File: src/rtl/adder_arbiter.sv
// Two-requester front end sharing one ripple-carry adder through an IDLE/ADD/HOLD FSM.
// Define ROUND_ROBIN_EN for alternating grants; otherwise requester 0 has fixed priority.

module ripple_carry_adder (
  input  logic [7:0] a,
  input  logic [7:0] b,
  output logic [8:0] sum
);
  logic [8:0] carry;

  assign carry[0] = 1'b0;

  for (genvar i = 0; i < 8; i++) begin : g_fa
    assign sum[i]       = a[i] ^ b[i] ^ carry[i];
    assign carry[i + 1] = (a[i] & b[i]) | (carry[i] & (a[i] ^ b[i]));
  end

  assign sum[8] = carry[8];
endmodule

module adder_arbiter #(
  parameter int ADD_CYCLES = 1
) (
  input  logic       clk,
  input  logic       rst,
  input  logic       req0_valid,
  input  logic [7:0] req0_a,
  input  logic [7:0] req0_b,
  output logic       req0_ready,
  input  logic       req1_valid,
  input  logic [7:0] req1_a,
  input  logic [7:0] req1_b,
  output logic       req1_ready,
  output logic       out_valid,
  input  logic       out_ready,
  output logic [8:0] out_sum,
  output logic       out_id
);
  typedef enum logic [1:0] {IDLE = 2'd0, ADD = 2'd1, HOLD = 2'd2} state_t;

  localparam logic [1:0] LAST_CNT = 2'(ADD_CYCLES - 1);

  state_t     state, next_state;
  logic [1:0] settle_cnt;
  logic [7:0] op_a, op_b;
  logic       op_id;
  logic [8:0] adder_sum;
  logic       grant_id;
  logic       accept;

  // The adder only ever sees the operand registers, so it settles on stable inputs.
  ripple_carry_adder u_adder (
    .a   (op_a),
    .b   (op_b),
    .sum (adder_sum)
  );

`ifdef ROUND_ROBIN_EN
  logic rr_ptr;

  always_comb begin
    if (req0_valid && req1_valid) begin
      grant_id = ~rr_ptr;
    end else begin
      grant_id = req1_valid;
    end
  end

  // Pointer remembers the last granted requester and moves only on a grant.
  always_ff @(posedge clk) begin
    if (rst) begin
      rr_ptr <= 1'b0;
    end else if (accept) begin
      rr_ptr <= grant_id;
    end
  end
`else
  assign grant_id = req1_valid & ~req0_valid;
`endif

  assign accept = (state == IDLE) && (req0_valid || req1_valid) && !rst;

  always_ff @(posedge clk) begin
    if (rst) begin
      state <= IDLE;
    end else begin
      state <= next_state;
    end
  end

  always_comb begin
    next_state = state;
    case (state)
      IDLE: begin
        if (accept) begin
          next_state = ADD;
        end else begin
          next_state = IDLE;
        end
      end
      ADD: begin
        if (settle_cnt == LAST_CNT) begin
          next_state = HOLD;
        end else begin
          next_state = ADD;
        end
      end
      HOLD: begin
        if (out_ready) begin
          next_state = IDLE;
        end else begin
          next_state = HOLD;
        end
      end
      default: next_state = IDLE;
    endcase
  end

  always_comb begin
    req0_ready = 1'b0;
    req1_ready = 1'b0;
    if (accept) begin
      req0_ready = ~grant_id;
      req1_ready = grant_id;
    end else begin
      req0_ready = 1'b0;
      req1_ready = 1'b0;
    end
  end

  always_ff @(posedge clk) begin
    if (rst) begin
      settle_cnt <= 2'd0;
      op_a       <= 8'd0;
      op_b       <= 8'd0;
      op_id      <= 1'b0;
      out_valid  <= 1'b0;
      out_sum    <= 9'd0;
      out_id     <= 1'b0;
    end else begin
      case (state)
        IDLE: begin
          settle_cnt <= 2'd0;
          if (accept) begin
            op_a  <= grant_id ? req1_a : req0_a;
            op_b  <= grant_id ? req1_b : req0_b;
            op_id <= grant_id;
          end
        end
        ADD: begin
          if (settle_cnt == LAST_CNT) begin
            settle_cnt <= 2'd0;
            out_sum    <= adder_sum;
            out_id     <= op_id;
            out_valid  <= 1'b1;
          end else begin
            settle_cnt <= settle_cnt + 2'd1;
          end
        end
        HOLD: begin
          if (out_ready) begin
            out_valid <= 1'b0;
          end
        end
        default: begin
          settle_cnt <= 2'd0;
          out_valid  <= 1'b0;
        end
      endcase
    end
  end
endmodule

File: config.mk
export PLATFORM = sky130hd
export DESIGN_NAME = adder_arbiter
export DESIGN_NICKNAME = d
export VERILOG_FILES = /design/src/rtl/adder_arbiter.sv
export SDC_FILE = /design/constraint.sdc
export NUM_CORES = 1
export LEC_CHECK = 0
export CORE_UTILIZATION = 43
export CTS_BUF_LIST = sky130_fd_sc_hd__clkbuf_4 sky130_fd_sc_hd__clkbuf_8 sky130_fd_sc_hd__clkbuf_16
export DETAILED_ROUTE_END_ITERATION = 8
export DONT_BUFFER_PORTS = 1
export PLACE_DENSITY = 0.69
export SETUP_SLACK_MARGIN = 0.5
export SKIP_LAST_GASP = 1
export SYNTH_ARGS = -nofsm -noshare
export SYNTH_HDL_FRONTEND = slang
export SYNTH_SLANG_ARGS = --single-unit
File: constraint.sdc
create_clock -name clk -period 8.5 [get_ports clk]
set_input_delay 2.125 -clock clk [delete_from_list [all_inputs] [get_ports clk]]
set_output_delay 2.125 -clock clk [all_outputs]
set_load 0.005 [all_outputs]
==> results.toml <==
[outcome]
status = "finished clean"

[place]
io_buffers = 0
place_congestion = 0.763
dp.cells = 190
dp_hpwl_mm = 2.29
place_area_mm2 = 0.00149

[finish]
postLayoutCellArea_mm2 = 0.00156
fillers = 335
mostFrequentLayoutCells = "dfxtp_1, nand2_1, inv_1, a22oi_1, o2bb2ai_1"
diodes = 0
seq_area_um2 = 641
fin_cells = 198
layout-drive-gt1-share_pct = 8.55
layout.nets = 198
layout_commonest_cell = "dfxtp_1"
multi_input_comb_area_um2 = 741
syn_to_final_growth_pct = 4.53

[yosys]
syn-instance-count = 153
async_flop_share_pct = 0
postSynthAreaPerCell_um2 = 9.74
ys_types = 31
synth_top_flop_cell = "dfxtp_1"
synth_area_mm2 = 0.00149
synth_edf_count = 0
yosys.area.top_type_share_pct = 43.0
synth_nets = 200
ys_seq_area_share_pct = 43.0
synthDominantAreaCellType = "dfxtp_1"
ys_warn_count = 0
synthTopCellsByArea = "dfxtp_1, fa_1, a22oi_1"
ys_ff_latch = 32

[floorplanning]
initial_core_util_pct = 44.7
pin_count = 50
dieArea_mm2 = 0.00371
dieWidth_um = 60.9
rows = 21
core_area_mm2 = 0.00334
die-height_um = 60.9

[critical_path]
arrival_ns = 2.87
worst_setup_path_start_kind = "input pin"
worstSetupPathType = "input pin to output port"
cp_max_fo = 21
worstPathRequired_ns = 6.38
cp-end-kind = "output port"

[detailed_routing]
drc = 0
drtPass1Iterations = 4
via_per_inst = 5.54
drtIter0Drc = 64
ant_nets = 0
routedWlPerCell_um = 15.5
vias = 1096
wl_mm = 3.07

[sta]
fmax_mhz = 200
slew_viol_final = 0
finalSetupTns_ns = 0
finalHoldViolations = 0
min_period_over_period_pct = 58.8
tightest_slew_ns = 0.642
whs_ns = 0.469
slew_headroom_pct = 57.2
finClkSkew_ns = 0.00958
final.min_clock_period_ns = 5.00
grt_setup_unrepaired = "no"
setup_viol = 0

[pwr]
p_per_area_mw_per_mm2 = 200
peakVddDrop_uv = 100
p_leak_uw = 0.000594

[grt]
use_met1_pct = 24.1
grt_pass1_vias = 1039
grt_busiest_layer = "met2"
overflow = 0
grtUsageMet3_pct = 8.96
gr-usage-met2_pct = 28.9
track_usage_pct = 19.4
antenna_found_initial = 0
grt_max_degree = 22
grt_pass1_wl_mm = 4.99

[clocking]
clock_sinks = 32
postCtsSetupBuffers = 0
cts_max_path_buffers = 2
tritoncts = "built"
numCtsBuffers = 5
clk_latency_ns = 0.33
htree_levels = 2
ctsHoldBuffers = 0
clockRootBuffer = "clkbuf_4"
cts_resized = 0
path_clk_slew_ns = 0.08

[job]
max_cap_viol_count = 0

[min_path]
min_path_type = "register to register"
## flip-flops by register name (all words and copies together) (netlist names)
register / flops
op_a: 8
out_sum: 9
op_b: 8
op_id: 1
out_id: 1
state: 2
out_valid: 1
settle_cnt: 2
## Yosys cell counts, drive strengths merged, types with 3 or more instances
cell,number
dfxtp,32
nand2,19
a22oi,14
inv,14
o2bb2ai,11
a21oi,10
nor2,8
buf,7
fa,7
a211oi,3
a22o,3
a31oi,3
ha,3
o21ai,3
o221a,3
## per-layer routing
layer  vias up  wire, um
li1        534         -
met4         0        68
met1       515      1350
met2        38      1420
met3         9       234
met5         -         0
## kinds of logic (layout without fill, tap and decap cells)
logic type,Yosys count,count (layout),share of synthesized area [%]
adder cells (fa/ha/maj),10,10,11.9
flip-flops,32,32,43.0
AO/OA/AOI/OAI,50,50,25.6
buffers and inverters,23,22,7.30
AND/OR/NAND/NOR,38,38,12.2
## final cells by class
| class | instances | share of cell area [%] |
|---|---|---|
| Multi-Input combinational cell | 98 | 47.6 |
| Sequential cell | 32 | 41.1 |
| Clock buffer | 8 | 4.26 |
| Tap cell | 46 | 3.69 |
| Inverter | 14 | 3.37 |
## per-stage QoR
stage	utilization [%]	setup WS (ns)	total power [uW]
2_1_floorplan	-	3.65	213
3_3_place_gp	44.7	3.54	217
3_5_place_dp	44.7	3.50	220
4_1_cts	46.7	3.49	317
5_1_grt	46.7	3.44	332
6_report	46.7	3.50	312
## critical path, cell delays in order
cell and delay [ns]:
and2b_1 0.44, nand2_1 0.20, inv_1 0.10
## where the power goes
group / internal (uW) / switching (uW) / leakage, uW / total [uW]
clock network: 47.2 / 48.8 / 0.0000394 / 95.9
registers: 163 / 11.0 / 0.000263 / 174
logic: 18.6 / 23.6 / 0.000292 / 42.2
total: 228 / 83.4 / 0.000594 / 312
## worst paths after layout
kind,startpoint,end,slack [ns],cells past startpoint
worst max-delay path,req0_valid,req1_ready,3.50,3
worst max register to register,op_a[0],out_sum[7],4.93,12
worst min-delay path,out_id,out_id,0.47,2
worst min register to register,out_id,out_id,0.47,2
No activity file was read; power rests on OpenSTA's default activity.
